==> src/rtl/pipelined_csel_adder.sv <==
// Pipelined carry-select adder/subtractor.
// The operands are cut into BLOCK-bit segments and each pipeline stage
// resolves one segment. For its segment a stage forms both carry-in
// hypotheses (carry-in 0 and carry-in 1) with ripple adders. The real
// carry, registered by the previous stage, then picks one of them.
// Upstream and downstream use a valid/ready handshake. Bubbles collapse,
// and the block sustains one beat per cycle.
`timescale 1ns/1ps

module pipelined_csel_adder #(
  parameter int WIDTH = 32,
  parameter int BLOCK = 8
) (
  input  logic             clk,
  input  logic             rst_n,
  input  logic             in_valid,
  output logic             in_ready,
  input  logic [WIDTH-1:0] a,
  input  logic [WIDTH-1:0] b,
  input  logic             cin,
  input  logic             sub,
  output logic             out_valid,
  input  logic             out_ready,
  output logic [WIDTH-1:0] sum,
  output logic             cout,
  output logic             ovf
);

  // The guard on BLOCK keeps the division legal for an illegal BLOCK,
  // so that the check below reports the real problem.
  localparam int NSTG = (BLOCK < 1) ? 1 : (WIDTH / BLOCK);

  if ((BLOCK < 1) ? 1'b1 : ((WIDTH % BLOCK) != 0)) begin : g_param_check
    $error("pipelined_csel_adder: WIDTH must be a positive multiple of BLOCK");
  end

  // Ripple adder for one segment.
  // Returns {carry out, carry into segment MSB, segment sum}.
  function automatic logic [BLOCK+1:0] seg_add(
    input logic [BLOCK-1:0] x,
    input logic [BLOCK-1:0] y,
    input logic             ci
  );
    logic [BLOCK-1:0] s;
    logic             c;
    logic             cm;
    c  = ci;
    cm = ci;
    s  = {BLOCK{1'b0}};
    for (int i = 0; i < BLOCK; i++) begin
      cm   = c;
      s[i] = x[i] ^ y[i] ^ c;
      c    = (x[i] & y[i]) | (x[i] & c) | (y[i] & c);
    end
    return {c, cm, s};
  endfunction

  // Resolve segment k of a beat.
  // Returns {signed overflow, carry out, partial sum}. The partial sum is
  // 'part' with segment k filled in. The overflow bit only means anything
  // for the most significant segment.
  function automatic logic [WIDTH+1:0] stage_eval(
    input logic [WIDTH-1:0] op_a,
    input logic [WIDTH-1:0] op_b,
    input logic [WIDTH-1:0] part,
    input logic             c_in,
    input int               k
  );
    logic [BLOCK+1:0] hyp0;
    logic [BLOCK+1:0] hyp1;
    logic [BLOCK+1:0] pick;
    logic [WIDTH-1:0] res;
    hyp0 = seg_add(op_a[k*BLOCK +: BLOCK], op_b[k*BLOCK +: BLOCK], 1'b0);
    hyp1 = seg_add(op_a[k*BLOCK +: BLOCK], op_b[k*BLOCK +: BLOCK], 1'b1);
    if (c_in) begin
      pick = hyp1;
    end else begin
      pick = hyp0;
    end
    res = part;
    res[k*BLOCK +: BLOCK] = pick[BLOCK-1:0];
    return {pick[BLOCK+1] ^ pick[BLOCK], pick[BLOCK+1], res};
  endfunction

  // Stage registers. Index k holds the state that stage k has produced.
  logic [WIDTH-1:0] opa_r [NSTG];
  logic [WIDTH-1:0] opb_r [NSTG];
  logic [WIDTH-1:0] sum_r [NSTG];
  logic [NSTG-1:0]  cry_r;
  logic [NSTG-1:0]  vld_r;
  logic             ovf_r;

  // Combinational stage inputs and results.
  logic [WIDTH-1:0] prep_b_s;
  logic             prep_c_s;
  logic [WIDTH-1:0] src_a_s [NSTG];
  logic [WIDTH-1:0] src_b_s [NSTG];
  logic [WIDTH-1:0] src_p_s [NSTG];
  logic [NSTG-1:0]  src_c_s;
  logic [NSTG-1:0]  src_vld_s;
  logic [WIDTH+1:0] res_s [NSTG];
  logic [NSTG-1:0]  ld_s;

  // Operand preparation: subtract is A + ~B + 1, so the carry-in is forced to 1.
  always_comb begin
    if (sub) begin
      prep_b_s = ~b;
      prep_c_s = 1'b1;
    end else begin
      prep_b_s = b;
      prep_c_s = cin;
    end
  end

  // Route into each stage the data it works on. Stage 0 takes the prepared
  // operands. Every later stage takes the registers of the stage below it.
  always_comb begin
    src_a_s[0]   = a;
    src_b_s[0]   = prep_b_s;
    src_p_s[0]   = {WIDTH{1'b0}};
    src_c_s      = {NSTG{1'b0}};
    src_vld_s    = {NSTG{1'b0}};
    src_c_s[0]   = prep_c_s;
    src_vld_s[0] = in_valid;
    for (int k = 1; k < NSTG; k++) begin
      src_a_s[k]   = opa_r[k-1];
      src_b_s[k]   = opb_r[k-1];
      src_p_s[k]   = sum_r[k-1];
      src_c_s[k]   = cry_r[k-1];
      src_vld_s[k] = vld_r[k-1];
    end
  end

  // Carry-select evaluation of each stage's own segment.
  always_comb begin
    for (int k = 0; k < NSTG; k++) begin
      res_s[k] = stage_eval(src_a_s[k], src_b_s[k], src_p_s[k], src_c_s[k], k);
    end
  end

  // Load enables.
  // A stage may take new content when it is empty or when its successor
  // is taking its current content. The last stage depends on out_ready.
  always_comb begin
    ld_s = {NSTG{1'b0}};
    ld_s[NSTG-1] = !vld_r[NSTG-1] || out_ready;
    for (int k = NSTG - 2; k >= 0; k--) begin
      ld_s[k] = !vld_r[k] || ld_s[k+1];
    end
  end

  // Pipeline registers.
  // Each stage loads when enabled and freezes when stalled. Data registers
  // only change when a valid beat enters, so idle stages do not toggle.
  always_ff @(posedge clk) begin
    if (!rst_n) begin
      vld_r <= {NSTG{1'b0}};
      cry_r <= {NSTG{1'b0}};
      ovf_r <= 1'b0;
      for (int k = 0; k < NSTG; k++) begin
        opa_r[k] <= {WIDTH{1'b0}};
        opb_r[k] <= {WIDTH{1'b0}};
        sum_r[k] <= {WIDTH{1'b0}};
      end
    end else begin
      for (int k = 0; k < NSTG; k++) begin
        if (ld_s[k]) begin
          vld_r[k] <= src_vld_s[k];
          if (src_vld_s[k]) begin
            opa_r[k] <= src_a_s[k];
            opb_r[k] <= src_b_s[k];
            sum_r[k] <= res_s[k][WIDTH-1:0];
            cry_r[k] <= res_s[k][WIDTH];
          end
        end
      end
      if (ld_s[NSTG-1] && src_vld_s[NSTG-1]) begin
        ovf_r <= res_s[NSTG-1][WIDTH+1];
      end
    end
  end

  // Outputs come straight from the last stage's registers.
  assign in_ready  = ld_s[0];
  assign out_valid = vld_r[NSTG-1];
  assign sum       = sum_r[NSTG-1];
  assign cout      = cry_r[NSTG-1];
  assign ovf       = ovf_r;

endmodule
==> config.mk <==
export PLATFORM = sky130hd
export DESIGN_NAME = pipelined_csel_adder
export DESIGN_NICKNAME = d
export VERILOG_FILES = /design/src/rtl/pipelined_csel_adder.sv
export SDC_FILE = /design/constraint.sdc
export NUM_CORES = 1
export LEC_CHECK = 0
export BUFFER_PORTS_ARGS = -buffer_cell sky130_fd_sc_hd__buf_4
export CAP_MARGIN = 15
export CORE_UTILIZATION = 35
export CTS_BUF_LIST = sky130_fd_sc_hd__clkbuf_8
export DETAILED_ROUTE_END_ITERATION = 8
export PLACE_DENSITY = 0.58
export SETUP_SLACK_MARGIN = 0.05
export SLEW_MARGIN = 10
export SYNTH_ARGS = -nofsm -noshare
export SYNTH_HDL_FRONTEND = slang
export SYNTH_SLANG_ARGS = --single-unit
==> constraint.sdc <==
create_clock -name clk -period 5.9 [get_ports clk]
set_input_delay 0.295 -clock clk [delete_from_list [all_inputs] [get_ports clk]]
set_output_delay 0.295 -clock clk [all_outputs]
set_load 0.005 [all_outputs]
==> results.toml <==
[cts]
h-tree-depth = 4
cts.repair.resized = 0
clkTransAtPathRegs_ps = 90
postCtsSetupBuffers = 0
tritoncts = "built"
clk-insertion-delay-late_ps = 460
cts_buffer_depth = 2
cts_hold_buf = 0
cts_buffers = 17
cts_root_buf = "clkbuf_8"
numClockSinks = 185

[layout]
n_antenna_cell = 0
final_layout_size_suffix_gt1_frac = 0.221
area_growth_pct = 19.1
fin_nets = 845
nFillCells = 2220

[floorplanning]
core_region_area_um2 = 23500
start_util = 0.358
die_y_um = 157
die_w_um = 157
dieArea_um2 = 24700
io_pins = 106
rows = 56

[global_routing]
grt_pass1_wl_mm = 23.0
overflow = 0
grt_pass1_vias = 4708
antenna_found_initial = 0
grt_max_degree = 49
grt_usage = 0.121

[sta]
max_freq_mhz = 436
setup_viol = 0
min_period_ps = 2300
fin_ws_ps = 3600
maxSlewViolCount = 0
finalHoldWorstSlack_ps = 115
worst_pin_slew_ps = 941
period_share = 0.389
fin_worst_skew_ps = 14.1
finalHoldViolCount = 0
slew_headroom = 0.373
setup_tns_ps = 0
rsz0062_at_grt = "false"

[pwr]
power.density_nw_per_um2 = 273
total_power_uw = 2740
ir_worst_vdd_mv = 0.133
p_leak_uw = 0.00404

[setup_path]
slowest_stage = "buf_4"
critPathMaxFanout = 39
critPathRequiredTime_ps = 6000
end_kind = "register"
start_kind = "register"
path_cells = "and3b_1, nand3_1, nand2_1, nand2_2, buf_4"
slowest_delay_ps = 530
arrival_ps = 2390
crit_type = "reg2reg"

[logic_synthesis]
async_reset_ff_frac = 0
synthFlopType = "edfxtp_1"
ys_warn_count = 0
ys_seq_area_frac = 0.649
postSynthAreaPerCell_um2 = 13.3
syn_nets = 737
synth_top_area_share = 0.628
synth_top_cell_by_area = "edfxtp_1"
syn_inst = 631
synthTopCellsByArea = "edfxtp_1, and2_1, ha_1"
synth_cell_type_count = 40
synth-edff-count = 176
synth_area_um2 = 8420
ys_seq_elements = 185

[place]
gp_congestion = 0.716
pre_cts_ws_ps = 3290
io_buffers = 105
place.detailed.hpwl_mm = 10.3

[drt]
vias = 4629
viasPerCell = 4.32
routed_wl_mm = 14.1
drt_iter0_markers = 159
drtPass1Iterations = 4
drtAntennaViolNets = 0
drc = 0
wire_per_inst_um = 13.2

[status]
outcome = "complete, no violations"

[min_path]
hold_path.class = "in2reg"

[run]
maxCapViolations = 0
cell usage after synthesis, types with 2 or more instances:
cell / count
xor2_1: 23
buf_2: 4
or2_2: 12
inv_1: 16
o31ai_2: 2
nor2b_1: 2
and2_1: 126
and3_1: 4
clkbuf_1: 17
o21a_1: 4
o311ai_4: 3
o21bai_1: 2
mux2i_1: 3
a311o_1: 2
xnor2_1: 39
edfxtp_1: 176
nand3_1: 5
a31oi_1: 2
a21oi_1: 13
o22ai_1: 5
nor2_1: 80
dfxtp_1: 9
o21ai_0: 11
nand2_1: 14
nand2b_1: 6
o311a_1: 2
ha_1: 36
flip-flops by register name, summed over array words and instances, names as in the netlist:
signal,cells
ovf,1
cry_r,4
sum_r,80
opa_r,48
vld_r,4
opb_r,48
power by group:
group | internal [uW] | switching, uW
Clock | 464 | 448
Combinational | 134 | 143
Sequential | 1520 | 27.3
Total | 2120 | 619
area by class of cell:
type | count | area [um^2] | share of cell area
inverters | 16 | 60.1 | 0.00599
multi-input cells | 409 | 2820 | 0.281
repair buffers | 110 | 853 | 0.0851
clock inverters | 15 | 199 | 0.0198
flip-flops and latches | 185 | 5470 | 0.545
clock buffers | 17 | 234 | 0.0233
well taps | 319 | 399 | 0.0398
metrics by stage:
stage / area, um^2 / instances / util
detailed placement: 9550 / 1037 / 0.406
CTS: 9980 / 1069 / 0.424
finish: 10000 / 1071 / 0.426
global route: 10000 / 1071 / 0.426
floorplan: 8420 / 631 / -
global placement: 9550 / 1037 / 0.406
final timing paths:
kind	from	to	slack [ps]	depth (start not counted)
worst min-delay path	a[22]	opa_r[0][22]	120	2
worst max-delay path	vld_r[3]	opa_r[0][21]	3600	5
worst max register to register	vld_r[3]	opa_r[0][21]	3600	5
worst min register to register	ovf	ovf	490	2
placed cells by master, fill, tap and decap left out, types with 2 or more instances in the layout:
| cell type | n |
|---|---|
| edfxtp_1 | 176 |
| and2_1 | 126 |
| buf_4 | 108 |
| nor2_1 | 80 |
| xnor2_1 | 39 |
| ha_1 | 36 |
| xor2_1 | 23 |
| inv_1 | 17 |
| clkbuf_8 | 17 |
| a21oi_1 | 13 |
| nand2_1 | 12 |
| or2_2 | 12 |
| o21ai_0 | 11 |
| dfxtp_1 | 9 |
| nand2b_1 | 6 |
| o22ai_1 | 5 |
| nand3_1 | 4 |
| and3_1 | 4 |
| o21a_1 | 4 |
| inv_6 | 4 |
| bufinv_16 | 4 |
| o311ai_4 | 3 |
| mux2i_1 | 3 |
| clkinv_2 | 3 |
| nand2_2 | 2 |
| nor2b_1 | 2 |
| o311a_1 | 2 |
| a31oi_1 | 2 |
| o31ai_2 | 2 |
| o21bai_1 | 2 |
| a311o_1 | 2 |
| clkinv_4 | 2 |
critical path: cells and delay by family (launching register included):
family | cells | cell delay, ps
flops | 1 | 350
buf+inv | 1 | 530
simple gates | 4 | 1030
cells by family (layout without fill, tap and decap cells):
logic type / after synthesis / in the layout / synth area share
simple gates: 255 / 255 / 0.162
flops: 185 / 185 / 0.649
fa+ha+maj: 36 / 36 / 0.0535
mux: 3 / 3 / 0.00357
xor+xnor: 62 / 62 / 0.0645
compound gates: 53 / 53 / 0.0507
buf+inv: 37 / 158 / 0.0171
routing by layer:
layer	vias to the layer above	track usage	routed length [um]
met2	89	0.197	6670
met1	2114	0.153	6560
met5	-	0	0
li1	2405	-	-
met3	21	0.0330	653
met4	0	0.0458	248
No activity file was read; power rests on OpenSTA's default activity.
